--- src/rtl/beep_pkg.sv ---
// Shared encodings, note frequencies, melody tables and sequencer state for beep_sfx_gen.
package beep_pkg;

    localparam logic [1:0] MODE_START = 2'b00;
    localparam logic [1:0] MODE_PLAY  = 2'b01;
    localparam logic [1:0] MODE_PAUSE = 2'b10;
    localparam logic [1:0] MODE_OVER  = 2'b11;

    localparam int unsigned C4_HZ = 262;
    localparam int unsigned E4_HZ = 330;
    localparam int unsigned G4_HZ = 392;
    localparam int unsigned C5_HZ = 523;
    localparam int unsigned E5_HZ = 659;
    localparam int unsigned G5_HZ = 784;
    localparam int unsigned C6_HZ = 1047;
    localparam int unsigned FB_HZ = 2000;

    localparam logic [1:0] START_LAST = 2'd3;
    localparam logic [1:0] OVER_LAST  = 2'd2;

    typedef enum logic [1:0] {
        SEQ_IDLE,
        SEQ_PLAY,
        SEQ_DONE
    } seq_state_t;

    function automatic int unsigned start_note_hz(input logic [1:0] idx);
        case (idx)
            2'd0:    return C5_HZ;
            2'd1:    return E5_HZ;
            2'd2:    return G5_HZ;
            default: return C6_HZ;
        endcase
    endfunction

    function automatic int unsigned over_note_hz(input logic [1:0] idx);
        case (idx)
            2'd0:    return G4_HZ;
            2'd1:    return E4_HZ;
            default: return C4_HZ;
        endcase
    endfunction

    function automatic int unsigned half_period(input int unsigned clk_hz, input int unsigned hz);
        return clk_hz / (2 * hz);
    endfunction

endpackage

--- src/rtl/beep_sfx_gen_if.sv ---
// Game-side bus of the sound generator: mode and jump switch in, buzzer drive out.
interface beep_sfx_gen_if;
    logic [1:0] gamemode;
    logic       sw;
    logic       beep;

    modport master (output gamemode, output sw, input beep);
    modport slave  (input gamemode, input sw, output beep);
endinterface

--- src/rtl/beep_tone_gen.sv ---
// Square-wave tone generator: toggles beep every 'half' cycles; restart or disable clears phase low.
module beep_tone_gen (
    input  logic        clk,
    input  logic        rst,
    input  logic        en,
    input  logic        restart,
    input  logic [31:0] half,
    output logic        beep
);

    logic [31:0] cnt;

    always_ff @(posedge clk) begin
        if (rst || !en || restart) begin
            cnt  <= 32'd0;
            beep <= 1'b0;
        end else if (cnt == half - 32'd1) begin
            cnt  <= 32'd0;
            beep <= ~beep;
        end else begin
            cnt <= cnt + 32'd1;
        end
    end

endmodule

--- src/rtl/beep_sfx_gen.sv ---
// Game sound-effect generator: start jingle, jump beeps, game-over melody on one buzzer pin.
// Optional build macro BEEP_START_LOOP_EN repeats the start jingle after a silent gap.
//   state    | meaning
//   SEQ_IDLE | no sound; in play mode waiting for a jump-switch edge
//   SEQ_PLAY | a note or feedback beep is sounding, dur_q counts down its length
//   SEQ_DONE | melody finished, beep held low (gap countdown when looping)
module beep_sfx_gen
    import beep_pkg::*;
#(
    parameter int unsigned CLK_HZ        = 100_000_000,
    parameter int unsigned NOTE_MS_START = 150,
    parameter int unsigned NOTE_MS_OVER  = 250,
    parameter int unsigned FB_MS         = 60,
    parameter int unsigned LOOP_GAP_MS   = 1000
) (
    input logic            clk,
    input logic            rst,
    beep_sfx_gen_if.slave  bus
);

    localparam logic [31:0] DS_LOAD = (CLK_HZ / 1000) * NOTE_MS_START - 1;
    localparam logic [31:0] DO_LOAD = (CLK_HZ / 1000) * NOTE_MS_OVER - 1;
    localparam logic [31:0] DF_LOAD = (CLK_HZ / 1000) * FB_MS - 1;
    localparam logic [31:0] DG_LOAD = (CLK_HZ / 1000) * LOOP_GAP_MS - 1;

    localparam logic [31:0] H_S0 = half_period(CLK_HZ, start_note_hz(2'd0));
    localparam logic [31:0] H_S1 = half_period(CLK_HZ, start_note_hz(2'd1));
    localparam logic [31:0] H_S2 = half_period(CLK_HZ, start_note_hz(2'd2));
    localparam logic [31:0] H_S3 = half_period(CLK_HZ, start_note_hz(2'd3));
    localparam logic [31:0] H_O0 = half_period(CLK_HZ, over_note_hz(2'd0));
    localparam logic [31:0] H_O1 = half_period(CLK_HZ, over_note_hz(2'd1));
    localparam logic [31:0] H_O2 = half_period(CLK_HZ, over_note_hz(2'd2));
    localparam logic [31:0] H_FB = half_period(CLK_HZ, FB_HZ);

    seq_state_t  state_q, state_d;
    logic [1:0]  idx_q, idx_d;
    logic [31:0] dur_q, dur_d;
    logic [1:0]  mode_q;
    logic        started_q;
    logic        sw_s1, sw_s2, sw_s3;

    logic [1:0]  gm;
    logic        entry, sw_edge;
    logic [1:0]  last_idx;
    logic [31:0] note_load;
    logic        tone_en, restart;
    logic [31:0] tone_half;
    logic        tone_beep;

    assign gm        = bus.gamemode;
    assign entry     = !started_q || (gm != mode_q);
    assign sw_edge   = sw_s2 ^ sw_s3;
    assign last_idx  = (gm == MODE_START) ? START_LAST : OVER_LAST;
    assign note_load = (gm == MODE_START) ? DS_LOAD : DO_LOAD;

    always_ff @(posedge clk) begin
        if (rst) begin
            state_q   <= SEQ_IDLE;
            idx_q     <= 2'd0;
            dur_q     <= 32'd0;
            mode_q    <= MODE_START;
            started_q <= 1'b0;
            sw_s1     <= 1'b0;
            sw_s2     <= 1'b0;
            sw_s3     <= 1'b0;
        end else begin
            state_q   <= state_d;
            idx_q     <= idx_d;
            dur_q     <= dur_d;
            mode_q    <= gm;
            started_q <= 1'b1;
            sw_s1     <= bus.sw;
            sw_s2     <= sw_s1;
            sw_s3     <= sw_s2;
        end
    end

    // A mode entry wins over everything, including a coincident switch edge.
    always_comb begin
        state_d = state_q;
        idx_d   = idx_q;
        dur_d   = dur_q;
        restart = 1'b0;
        if (entry) begin
            restart = 1'b1;
            idx_d   = 2'd0;
            dur_d   = 32'd0;
            state_d = SEQ_IDLE;
            if (gm == MODE_START) begin
                state_d = SEQ_PLAY;
                dur_d   = DS_LOAD;
            end else if (gm == MODE_OVER) begin
                state_d = SEQ_PLAY;
                dur_d   = DO_LOAD;
            end
        end else begin
            case (state_q)
                SEQ_IDLE: begin
                    if (gm == MODE_PLAY && sw_edge) begin
                        state_d = SEQ_PLAY;
                        dur_d   = DF_LOAD;
                        restart = 1'b1;
                    end
                end
                SEQ_PLAY: begin
                    if (gm == MODE_PLAY) begin
                        if (sw_edge) begin
                            dur_d   = DF_LOAD;
                            restart = 1'b1;
                        end else if (dur_q == 32'd0) begin
                            state_d = SEQ_IDLE;
                        end else begin
                            dur_d = dur_q - 32'd1;
                        end
                    end else if (dur_q != 32'd0) begin
                        dur_d = dur_q - 32'd1;
                    end else if (idx_q == last_idx) begin
                        state_d = SEQ_DONE;
                        dur_d   = DG_LOAD;
                    end else begin
                        idx_d   = idx_q + 2'd1;
                        dur_d   = note_load;
                        restart = 1'b1;
                    end
                end
                SEQ_DONE: begin
`ifdef BEEP_START_LOOP_EN
                    if (gm == MODE_START) begin
                        if (dur_q != 32'd0) begin
                            dur_d = dur_q - 32'd1;
                        end else begin
                            state_d = SEQ_PLAY;
                            idx_d   = 2'd0;
                            dur_d   = DS_LOAD;
                            restart = 1'b1;
                        end
                    end
`endif
                end
                default: state_d = SEQ_IDLE;
            endcase
        end

        tone_en   = (state_d == SEQ_PLAY);
        tone_half = H_FB;
        if (gm == MODE_START) begin
            case (idx_d)
                2'd0:    tone_half = H_S0;
                2'd1:    tone_half = H_S1;
                2'd2:    tone_half = H_S2;
                default: tone_half = H_S3;
            endcase
        end else if (gm == MODE_OVER) begin
            case (idx_d)
                2'd0:    tone_half = H_O0;
                2'd1:    tone_half = H_O1;
                default: tone_half = H_O2;
            endcase
        end
    end

    beep_tone_gen u_tone (
        .clk     (clk),
        .rst     (rst),
        .en      (tone_en),
        .restart (restart),
        .half    (tone_half),
        .beep    (tone_beep)
    );

    assign bus.beep = tone_beep;

endmodule

--- src/flat_wrapper.sv ---
// flat-port wrapper written by rule: the top's interface ports become plain ports
module beep_sfx_gen_flat import beep_pkg::*;
#(
    parameter int unsigned CLK_HZ        = 100_000_000,
    parameter int unsigned NOTE_MS_START = 150,
    parameter int unsigned NOTE_MS_OVER  = 250,
    parameter int unsigned FB_MS         = 60,
    parameter int unsigned LOOP_GAP_MS   = 1000
)
  (clk, rst, bus_gamemode, bus_sw, bus_beep);
  beep_sfx_gen_if bus_i ();
  input logic clk;
  input logic rst;
  input wire logic [$bits(bus_i.gamemode)-1:0] bus_gamemode;
  input wire logic [$bits(bus_i.sw)-1:0] bus_sw;
  output wire logic [$bits(bus_i.beep)-1:0] bus_beep;
  assign bus_i.gamemode = bus_gamemode;
  assign bus_i.sw = bus_sw;
  assign bus_beep = bus_i.beep;
  beep_sfx_gen #(.CLK_HZ(CLK_HZ), .NOTE_MS_START(NOTE_MS_START), .NOTE_MS_OVER(NOTE_MS_OVER), .FB_MS(FB_MS), .LOOP_GAP_MS(LOOP_GAP_MS)) u_core (.clk(clk), .rst(rst), .bus(bus_i));
endmodule
--- config.mk ---
export PLATFORM = sky130hd
export DESIGN_NAME = beep_sfx_gen_flat
export DESIGN_NICKNAME = d
export VERILOG_FILES = /design/src/rtl/beep_pkg.sv /design/src/rtl/beep_sfx_gen_if.sv /design/src/rtl/beep_tone_gen.sv /design/src/rtl/beep_sfx_gen.sv /design/src/flat_wrapper.sv
export SDC_FILE = /design/constraint.sdc
export NUM_CORES = 1
export LEC_CHECK = 0
export ABC_CLOCK_PERIOD_IN_PS = 5150
export CORE_MARGIN = 2
export CORE_UTILIZATION = 40
export DETAILED_ROUTE_END_ITERATION = 10
export GPL_TIMING_DRIVEN = 0
export PLACE_DENSITY = 0.67
export SLEW_MARGIN = 15
export SYNTH_ARGS = -nofsm -noshare
export SYNTH_HDL_FRONTEND = slang
export SYNTH_SLANG_ARGS = --single-unit
export TNS_END_PERCENT = 30
--- constraint.sdc ---
create_clock -name clk -period 5.15 [get_ports clk]
set_input_delay 1.03 -clock clk [delete_from_list [all_inputs] [get_ports clk]]
set_output_delay 1.03 -clock clk [all_outputs]
set_load 0.01 [all_outputs]
Word-level counts from Yosys, hierarchy flattened
Index checks and enable logic that the tools add are counted.
- flip-flop bits (word level): 75
- word-level logic and storage cells: 81
- muxes and demuxes: 39
- reductions and logical operators: 14
- bitwise operators: 2
- equality and inequality tests: 12
- $add $sub $neg: 4
- operators by type and width (kind ; count):
    $mux W32 ; 10
    $pmux W32 S2 ; 1
    $sub A32 B1 Y32 const B ; 2
    $pmux W17 S3 ; 1
    $mux W25 ; 2
    $pmux W18 S2 ; 1
    $add A32 B1 Y32 const B ; 1
    $eq A32 B32 Y1 ; 1
    $logic_not A32 Y1 ; 1
    $reduce_bool A32 Y1 ; 1
    $mux W2 ; 13
    $mux W1 ; 9
    $eq A2 B1 Y1 const B ; 4
    $eq A2 B2 Y1 const B ; 3
    $logic_not A2 Y1 ; 3
    $pmux W2 S3 ; 1
    $ne A5 B3 Y1 const B ; 1
    $logic_or A1 B1 Y1 ; 3
    $ne A3 B1 Y1 const B ; 1
    $reduce_and A3 Y1 ; 1
    $reduce_bool A3 Y1 ; 1
    $add A2 B1 Y2 const B ; 1
    $eq A2 B2 Y1 ; 1
    $logic_not A1 Y1 ; 2
    6 further kinds ; 6

Depth between registers and ports, before layout
- depth in word-level cells: 15
- gate-level depth with buffers: 18

Modules after synthesis
Synthesis repeated with hierarchy kept, for this count alone.
- cells, all modules: 740
- area, all modules: 5709.2 um^2
- modules (own cells, without submodules) (module ; instances ; area each (um^2) ; cells each):
    beep_sfx_gen ; 1 ; 3101.7 ; 409
    beep_tone_gen ; 1 ; 2607.5 ; 331

Worst setup path before layout
No wires, ideal clock.
- kind: in2reg
- start point: in bus_gamemode[1]
- end point: reg u_core.u_tone.beep
- setup slack: 401 ps
- setup time: 123 ps
- stages on the path: 18
- arrival time: 4626 ps
- cell sequence: inv_1 -> ha_1 -> nor3b_1 -> nand3_2 -> nor3_4 -> mux2i_2 -> nand2_1 -> nand2_1 -> ha_1 -> xor2_1 -> nand3_1 -> nor4_1 -> a21oi_1 -> a211oi_1 -> o2111ai_1 -> a211o_1 -> nor4_2 -> mux2_1
- word-level cells in the longest chain between the ends: 14
- ends and longest elaborated chain (item ; RTL line ; text):
    start: declaration ; flat_wrapper.sv:14 ; input wire logic [$bits(bus_i.gamemode)-1:0] bus_gamemode;
    $logic_not A2 Y1 ; beep_sfx_gen.sv:53, beep_sfx_gen.sv:89, beep_sfx_gen.sv:146 ;
    $mux W1 ; beep_sfx_gen.sv:53 ; assign last_idx = (gm == MODE_START) ? START_LAST : OVER_LAST;
    $eq A2 B2 Y1 ; beep_sfx_gen.sv:117 ; end else if (idx_q == last_idx) begin
    $mux W2 ; beep_sfx_gen.sv:117 ;
    $mux W2 ; beep_sfx_gen.sv:115 ; end else if (dur_q != 32'd0) begin
    $mux W2 ; beep_sfx_gen.sv:106 ; if (gm == MODE_PLAY) begin
    $mux W2 ; beep_sfx_gen.sv:97 ; case (state_q)
    $mux W2 ; beep_sfx_gen.sv:84 ; if (entry) begin
    $eq A2 B1 Y1 or $logic_not A2 Y1 (tied branches) ; beep_sfx_gen.sv:147, beep_sfx_gen.sv:154 ;
    $pmux W18 S2 ; beep_sfx_gen.sv:154 ; case (idx_d)
    $mux W32 ; beep_sfx_gen.sv:153 ; end else if (gm == MODE_OVER) begin
    $mux W32 ; beep_sfx_gen.sv:146 ; if (gm == MODE_START) begin
    $sub A32 B1 Y32 ; beep_tone_gen.sv:17 ; end else if (cnt == half - 32'd1) begin
    $eq A32 B32 Y1 ; beep_tone_gen.sv:17 ;
    end signal: assignment ; beep_tone_gen.sv:19 ; beep <= ~beep;
    end: declaration ; beep_tone_gen.sv:8 ; output logic beep
Parallel ways exist; a longest one is shown, timed or not.
A chain may end at the register's enable or synchronous reset.

Worst setup path after layout
- start point: in bus_gamemode[1]
- end point: reg u_core.u_tone.cnt[29]
- word-level cells in the longest chain between the ends: 15
- ends and longest elaborated chain (item ; RTL line ; text):
    $logic_not A2 Y1 ; beep_sfx_gen.sv:53, beep_sfx_gen.sv:89, beep_sfx_gen.sv:146 ;
    $mux W1 ; beep_sfx_gen.sv:53 ;
    $eq A2 B2 Y1 ; beep_sfx_gen.sv:117 ;
    $mux W2 ; beep_sfx_gen.sv:117 ;
    $mux W2 ; beep_sfx_gen.sv:115 ;
    $mux W2 ; beep_sfx_gen.sv:106 ;
    $mux W2 ; beep_sfx_gen.sv:97 ;
    $mux W2 ; beep_sfx_gen.sv:84 ;
    $eq A2 B1 Y1 or $logic_not A2 Y1 (tied branches) ; beep_sfx_gen.sv:147, beep_sfx_gen.sv:154 ;
    $pmux W18 S2 ; beep_sfx_gen.sv:154 ;
    $mux W32 ; beep_sfx_gen.sv:153 ;
    $mux W32 ; beep_sfx_gen.sv:146 ;
    $sub A32 B1 Y32 ; beep_tone_gen.sv:17 ;
    $eq A32 B32 Y1 ; beep_tone_gen.sv:17 ;
    $reduce_or A2 Y1 (no source line) (*) ; - ;
    end signal: assignment ; beep_tone_gen.sv:21 ; cnt <= cnt + 32'd1;
    end: declaration ; beep_tone_gen.sv:11 ; logic [31:0] cnt;
Mark *: on every way between the ends. The rest lies on a longest branch, timed or not.

==> impl_metrics.ini <==
[outcome]
run_status = finished, final reports clean

[clocking]
hold_buffers = 0
cts-buffers-inserted = 9
cts-htree-levels = 3
clkSinkCount = 75
clk-insertion-delay-late_ns = 0.34
clk_pin_slew_ns = 0.06
cts_root_buffer = clkbuf_16
tritoncts_clock_tree = built
cts_buffer_depth = 2

[sta]
worst_slew_margin_rel_pct = 36.2
final-max-slew-violation-count = 0
rsz0062_at_grt = true
fmax_mhz = 204
final-hold-violation-count = 0
shortest_period_the_worst_path_allows_ns = 4.90
hold-worst-slack_ns = 0.443
period_share_pct = 95.1
worst_slew_pin_slew_ns = 0.951
final_setup_skew_ns = 0.00632
setup_viol = 0
timing.setup.tns_ns = 0

[pwr]
power_mw = 1.66
vdd_ir_drop_max_mv = 0.204
p_leak_nw = 1.94
power_density_nw_per_um2 = 286

[setup_path]
worstReg2RegStart = u_core.dur_q[27]
startpoint = bus_gamemode[1]
worst-endpoint-required_ns = 5.36
worst-endpoint-arrival_ns = 5.11
critPathLaunchType = primary input
crit_path_max_fanout = 10
timing.setup.critical_path_class = in -> reg
reg2reg_setup_slack_ns = 0.84
worst_r2r_endpoint = u_core.u_tone.cnt[29]
rr_worst_depth = 15
timing.critical_path.to_type = flip-flop

[logic_synthesis]
post_synthesis_adder_cell_area_fraction_pct = 1.49
synth_edf_count = 0
synth.net_count = 668
synthSimpleGateAreaFrac_pct = 35.9
synth_top_family_by_area = simple AND/OR/NAND/NOR gates
synth_area_sq_um = 5040
yosys.area.top_type = dfxtp_1
async_reset_ff_share_pct = 0
synth_top_cell_area_share_pct = 29.8
ys_ff_latch = 75
synth-compound-area-share_pct = 16.8
post_synth_num_cell_types = 77
synth-xor-area-share_pct = 10.1
yosys-top-cells-count = 75 x dfxtp_1, 72 x nand2_1, 66 x nor2_1, 64 x nor3_1, 36 x a21oi_1
ys_seq_area_share_pct = 29.8
yosysMostFrequentCell = dfxtp_1
synth_top_flop_cell = dfxtp_1
yosysWarnings = 0
synthesis.instances = 657
synth.area.top_cells = dfxtp_1 30%, nor3_1 6.4%, nand2_1 5.4%
synthesis.area_per_instance_sq_um = 7.67
synth.mux.area_fraction_pct = 1.71

[place]
placedInstanceArea_sq_um = 5310
detailed_place_hpwl_mm = 11.1
gp_routability_congestion = 0.983
port_buffers = 5

[global_route]
first_global_vias = 4648
gr-total-overflow = 0
gr-usage-all-layers_pct = 23.3
grt_first_pass_wirelength_mm = 24.4
largest_net_degree_at_the_start_of_global_routing = 20
antenna_found_initial = 0

[detailed_routing]
drt_iter0_markers = 549
drc = 0
detailroute.via_count = 5187
drt-wirelength-per-cell_um = 17.8
drt.antenna.violating_nets = 0
totalWireLength_mm = 15.2
drt-vias-per-instance = 6.07
first_pass_iters = 5

[min_path]
holdPathStages = 1
holdCritPathClass = reg -> reg
hold_start = u_core.sw_s1
holdPathEnd = u_core.sw_s2

[floorplanning]
coreArea_sq_um = 12500
die_area_sq_um = 13500
pin_count = 6
placement_rows = 41
initial_core_util_pct = 40.4
dieHeight_um = 116
die-width_um = 116

[cells_and_area]
n_fill_cell = 1267
util_after_layout_pct = 46.5
antenna-diode-count = 0
drive_gt1_share_pct = 8.49
fin_area_sq_um = 5800
area_growth_syn_to_layout_pct = 15.1
final_net_count = 689

[job]
drv.max_cap_violation_count = 0
-- cell usage in the layout (no fill, tap or decap), types with 5 or more instances in the layout --
| cell | synthesis | final |
|---|---|---|
| clkbuf_16 | 0 | 9 |
| and3_1 | 15 | 15 |
| nand2b_1 | 5 | 5 |
| clkdlybuf4s50_1 | 0 | 5 |
| nor2b_1 | 5 | 5 |
| xnor2_1 | 29 | 29 |
| a21oi_1 | 36 | 36 |
| nor3_1 | 64 | 64 |
| nand4_1 | 17 | 17 |
| buf_4 | 4 | 10 |
| mux2i_1 | 5 | 5 |
| nor4_4 | 4 | 6 |
| o21ai_0 | 20 | 20 |
| xor2_1 | 29 | 27 |
| or4_1 | 5 | 5 |
| a211oi_1 | 7 | 7 |
| nor4_1 | 14 | 12 |
| nor2_1 | 66 | 66 |
| clkbuf_1 | 28 | 26 |
| a31oi_1 | 6 | 6 |
| or3_1 | 8 | 8 |
| inv_1 | 14 | 14 |
| a221oi_1 | 6 | 6 |
| nand2_1 | 72 | 72 |
| a22oi_1 | 5 | 5 |
| dfxtp_1 | 75 | 75 |
| nand3_1 | 34 | 33 |
-- layer usage --
metal,vias up,GRT usage [%],wire length (um)
met4,0,8.81,339
met2,243,36.7,6970
met1,2457,31.7,6710
met3,31,4.36,1220
met5,-,0,0
li1,2456,-,-
-- worst max-delay path by stage --
stage               depth (start not counted)                    end
floorplan                                  18     u_core.u_tone.beep
global placement                           19     u_core.u_tone.beep
CTS                                        17     u_core.u_tone.beep
global route                               18   u_core.u_tone.cnt[6]
detailed placement                         18  u_core.u_tone.cnt[29]
finish                                     18  u_core.u_tone.cnt[29]
-- layout make-up --
class                   count  area [sq um]  area share, %
plain buffers              35           154           2.65
flip-flops and latches     75          1500           25.9
inverters                  15          56.3          0.970
repair buffers             11          95.1           1.64
clock inverters             6           138           2.37
well taps                 172           215           3.71
multi-input cells         531          3410           58.8
clock buffers              10           229           3.95
-- power by group --
group	internal, mW	switching [mW]
Sequential	0.597	0.0222
Clock	0.524	0.254
Combinational	0.0893	0.172
Total	1.21	0.448
-- through the flow --
step                      setup slack, ns  std cells
after floorplan                     0.401        657
after global placement              -1.12        834
after detailed placement            -1.10        834
after CTS                          0.0458        853
after global routing              -0.0283        855
final                               0.251        855
-- critical path, stage by stage --
cell and delay (ns):
clkdlybuf4s50_1 0.52, inv_1 0.10, ha_2 0.22, nor3b_4 0.26
nand3_4 0.12, nor3_4 0.33, mux2i_4 0.28, nand2_1 0.07
nand2_1 0.08, ha_2 0.29, xor2_2 0.18, nand3_1 0.14
nor4_4 0.20, nand3_1 0.11, or4_1 0.53, nor4_4 0.30
buf_4 0.24, nor3_1 0.07
-- cells by family after synthesis --
kind of cell | after synthesis
muxes | 8
adders and majority gates | 6
buffers and inverters | 51
AOI/OAI and AO/OA | 123
DFF | 75
xor gates and xnor gates | 58
and+or+nand+nor | 336
-- registers in the layout, summed over array words and instances (netlist names) --
signal	cells
u_core.idx_q	2
u_core.started_q	1
u_core.u_tone.cnt	32
u_core.state_q	2
u_core.mode_q	2
u_core.sw_s2	1
u_core.dur_q	32
u_core.u_tone.beep	1
u_core.sw_s3	1
u_core.sw_s1	1
-- repair_timing --
| action | 4_1_cts | 5_1_grt |
|---|---|---|
| setup buffers | 4 | 2 |
| pin swaps | 3 | 6 |
| hold endpoints to repair | 0 | 0 |
| resized for setup | 9 | 9 |
| endpoints found under the setup margin | 33 | 31 |
No activity file was read; power rests on OpenSTA's default activity.
==> RTL edit 1, RTL diff (same flow settings) <==
Add a define of `BEEP_START_LOOP_EN`.
--- a/src/rtl/beep_sfx_gen.sv
+++ b/src/rtl/beep_sfx_gen.sv
@@ -4,6 +4,8 @@
 //   SEQ_IDLE | no sound; in play mode waiting for a jump-switch edge
 //   SEQ_PLAY | a note or feedback beep is sounding, dur_q counts down its length
 //   SEQ_DONE | melody finished, beep held low (gap countdown when looping)
+`define BEEP_START_LOOP_EN
+
 module beep_sfx_gen
     import beep_pkg::*;
 #(
Behaviour: no difference found for any inputs over 4 cycles, from zero or initial values and one cycle with rst high; that may be too few to reach the edited logic, so the function may still have changed.
==> RTL edit 1 against the original RTL <==
Final area shrank 0.11%; clock skew is essentially flat; sequential share of layout area is essentially flat; critical path type unchanged; setup slack gained 0.013 ns; critical endpoint is now u_core.u_tone.cnt[28]; sequential cell count is the same; synthesized area grew 1.8%; routed wire length shrank 1.1%; largest power group unchanged; power shrank 6.3%.
==> RTL edit 1: results (changes against the original RTL) <==
* Status: finished clean (unchanged)
* Pre-CTS setup slack at -0.5955 ns (was -1.104 ns)
* WP data arrival at 5.12 ns (was 5.11 ns)
* R2R Path Start: u_core.state_q[0] (was u_core.dur_q[27])
* Pin count of the biggest net entering global routing at 15 (was 20)
* CP startpoint: bus_gamemode[0] (was bus_gamemode[1])
* Vias at 5180 (was 5187)
* Metal1 wirelength at 6.345 mm (was 6.710 mm)
* Post-Synth Adder-Cell Area at 2.438% (was 1.490%)
* Top routing layer in use: met4 (unchanged)
* Cells after DPL at 856 (was 834)
* Mapped Cells at 680 (was 657)
* Met2 WL post-DR at 7.159 mm (was 6.965 mm)
* Slowest-stage cell, CP: clkdlybuf4s50_1 (was or4_1)
* Vias in the first global route at 4992 (was 4648)
* Drt first pass iters at 5 (unchanged)
* Hold_ws at 0.4622 ns (was 0.4431 ns)
* GR Util met2 at 38.20% (was 36.74%)
* Synth area leaders: dfxtp_1 29%, nor2_1 7.5%, xnor2_1 5.3% (was dfxtp_1 30%, nor3_1 6.4%, nand2_1 5.4%)
* Worst Hold Path EP: u_core.sw_s2 (unchanged)
* Xor and xnor area share after synthesis at 9.217% (was 10.08%)
* Post-synthesis compound-gate area fraction at 23.04% (was 16.83%)
* Routed WL at 15.07 mm (was 15.24 mm)
* Pleak at 1.940 nW (about the same)
* Vias per cell at 5.913 (was 6.067)
* Met1 Resource Use GR at 28.48% (was 31.69%)
* First DRT Iteration DRCs at 416 (was 549)
* FF-to-FF End: u_core.u_tone.cnt[28] (was u_core.u_tone.cnt[29])
* R2R Setup Slk at 0.70 ns (was 0.84 ns)
* Max-slew headroom at 32.59% (was 36.24%)
* Crit path max-delay family: compound AO/OA/AOI/OAI gates (was simple AND/OR/NAND/NOR gates)
* Met3 wire len at 1.128 mm (was 1.221 mm)
* Dpl hpwl at 11.01 mm (was 11.06 mm)
* Clock skew at 0.006016 ns (was 0.006323 ns)
* Routability cong. at 0.9809 (was 0.9829)
* Dominant synthesized flop cell: dfxtp_1 (unchanged)
* Final nets at 714 (was 689)
* Global-route wire length before repair at 24.59 mm (was 24.43 mm)
* Port bufs at 4 (was 5)
* Placed cell areas at 5386 um^2 (was 5305 um^2)
* Top cells by count, synth: 103 x nor2_1, 75 x dfxtp_1, 56 x nand2_1 (was 75 x dfxtp_1, 72 x nand2_1, 66 x nor2_1)
* Synthesized Nets at 695 (was 668)
* Tcrit/Tclk final at 94.87% (was 95.13%)
* Layout cells sized above 1 at 9.517% (was 8.492%)
* Reg2Reg Depth at 18 (was 15)
* Synth cell types at 82 (was 77)
* Post-synthesis mux area share at 0.4145% (was 1.713%)
* Peak VDD IR at 264.2 uV (was 203.7 uV)
* GRT met3 Usage at 5.510% (was 4.359%)
* Post-synthesis sequential area ratio at 29.26% (was 29.79%)
* Worst hold start: u_core.sw_s1 (unchanged)
RTL edit 1: layout make-up:
type                       instances  area (um^2)
sequential                        75         1501
clock inverter                     7        98.84
multi-input combinational        547         3408
timing repair buffer               8        70.07
tap                              172        215.2
fill                            1268         6773
inverter                          20        75.07
buffer                            38        201.4
clock buffer                       9        225.2
RTL edit 1: logic make-up after synthesis:
kind of cell    Yosys count
compound gates          175
xor+xnor                 54
fa+ha+maj                10
buf+inv                  58
flops                    75
mux                       2
simple gates            306
RTL edit 1: report_power, final:
part	switching, mW	total (mW)	internal (mW)
registers	0.0229	0.620	0.597
clock network	0.261	0.688	0.427
logic	0.160	0.247	0.0871
RTL edit 1: repair_timing:
action	in CTS	in global routing
setup endpoints to repair	33	33
hold buffers	0	0
gates resized for setup	2	10
gates cloned	0	0
buffers inserted	0	4
pin swaps	0	5
hold endpoints to repair	0	0
==> RTL edit 2, RTL diff (same flow settings) <==
Without the edit above. Encoding of `seq_state_t`: now one-hot (3 bits for 3 states).
--- a/src/rtl/beep_pkg.sv
+++ b/src/rtl/beep_pkg.sv
@@ -18,10 +18,10 @@
     localparam logic [1:0] START_LAST = 2'd3;
     localparam logic [1:0] OVER_LAST  = 2'd2;
 
-    typedef enum logic [1:0] {
-        SEQ_IDLE,
-        SEQ_PLAY,
-        SEQ_DONE
+    typedef enum logic [2:0] {
+        SEQ_IDLE = 3'b001,
+        SEQ_PLAY = 3'b010,
+        SEQ_DONE = 3'b100
     } seq_state_t;
 
     function automatic int unsigned start_note_hz(input logic [1:0] idx);
Behaviour: no difference found for any inputs over 4 cycles, from zero or initial values and one cycle with rst high; so few cycles prove little.
==> RTL edit 2 against the original RTL <==
Sequential cell count rose by 1; synthesized area fell by 1.7%; setup slack improved by 0.027 ns; register-to-register slack got worse by 0.56 ns; sequential share of layout area rose by 0.96 points; critical path depth did not move; count of clock-buffer cells in the layout did not move; hold slack improved by 0.012 ns; clock skew rose by 0.0031 ns; cell count fell by 1.5%; routed wire length fell by 0.83%; final area fell by 2.3%; highest routed layer unchanged; power fell by 6.7%; global-route usage rose by 0.45 points.
==> RTL edit 2: results (changes against the original RTL) <==
* Status: finished clean (unchanged)
* Layout cells sized above 1 at 11.57% (was 8.492%)
* Peak VDD IR at 218.6 uV (was 203.7 uV)
* Met3 wire len at 999 um (was 1.221 mm)
* Metal1 wirelength at 6.354 mm (was 6.710 mm)
* P_clk at 0.696 mW (was 0.778 mW)
* Post_cts resized at 11 (was 9)
* Fill cells at 1231 (was 1267)
* Pre-CTS setup slack at -1.177 ns (was -1.104 ns)
* Vias in the first global route at 4908 (was 4648)
* Met1 Resource Use GR at 28.90% (was 31.69%)
* Synth area leaders: dfxtp_1 31%, nor2_1 6.1%, xor2_1 4.6% (was dfxtp_1 30%, nor3_1 6.4%, nand2_1 5.4%)
* Hold_ws at 0.4547 ns (was 0.4431 ns)
* Slew at the pin closest to its max-slew limit at 1.171 ns (was 0.9506 ns)
* Synth cell types at 62 (was 77)
* Port bufs at 4 (was 5)
* Total GRT Usage at 23.74% (was 23.29%)
* CP startpoint: u_core.dur_q[0] (was bus_gamemode[1])
* Post-synthesis compound-gate area fraction at 18.19% (was 16.83%)
* Pin count of the biggest net entering global routing at 14 (was 20)
* Cells after DPL at 818 (was 834)
* WP data arrival at 5.08 ns (was 5.11 ns)
* Routed WL at 15.11 mm (was 15.24 mm)
* Top cells by count, synth: 81 x nor2_1, 76 x dfxtp_1, 52 x nand2_1 (was 75 x dfxtp_1, 72 x nand2_1, 66 x nor2_1)
* Biggest regs: u_core.dur_q (32), u_core.u_tone.cnt (32), u_core.state_q (3) (was u_core.dur_q (32), u_core.u_tone.cnt (32))
* Pleak at 1.803 nW (was 1.940 nW)
* Xor and xnor area share after synthesis at 8.841% (was 10.08%)
RTL edit 2: cell types whose count changed after synthesis, sizes merged, moves of 7 or more:
cell / delta
and3: -7
nand2: -20
nand3: -10
nor2: +15
nor3: -11
o21ai: +17
or4: +7
RTL edit 2: kinds of logic after synthesis:
kind of cell,Yosys count
buffers and inverters,47
AND/OR/NAND/NOR,325
XOR/XNOR,50
adder cells (fa/ha/maj),6
flip-flops,76
multiplexers,1
AO/OA/AOI/OAI,141
RTL edit 2: final cells by class:
cell class / count / area [um^2] / area share (%)
multi-input combinational: 523 / 3304 / 58.29
tap: 168 / 210.2 / 3.708
inverter: 14 / 52.55 / 0.9269
timing repair buffer: 12 / 105.1 / 1.854
sequential: 76 / 1521 / 26.84
clock inverter: 6 / 87.58 / 1.545
buffer: 33 / 148.9 / 2.626
clock buffer: 10 / 239.0 / 4.215
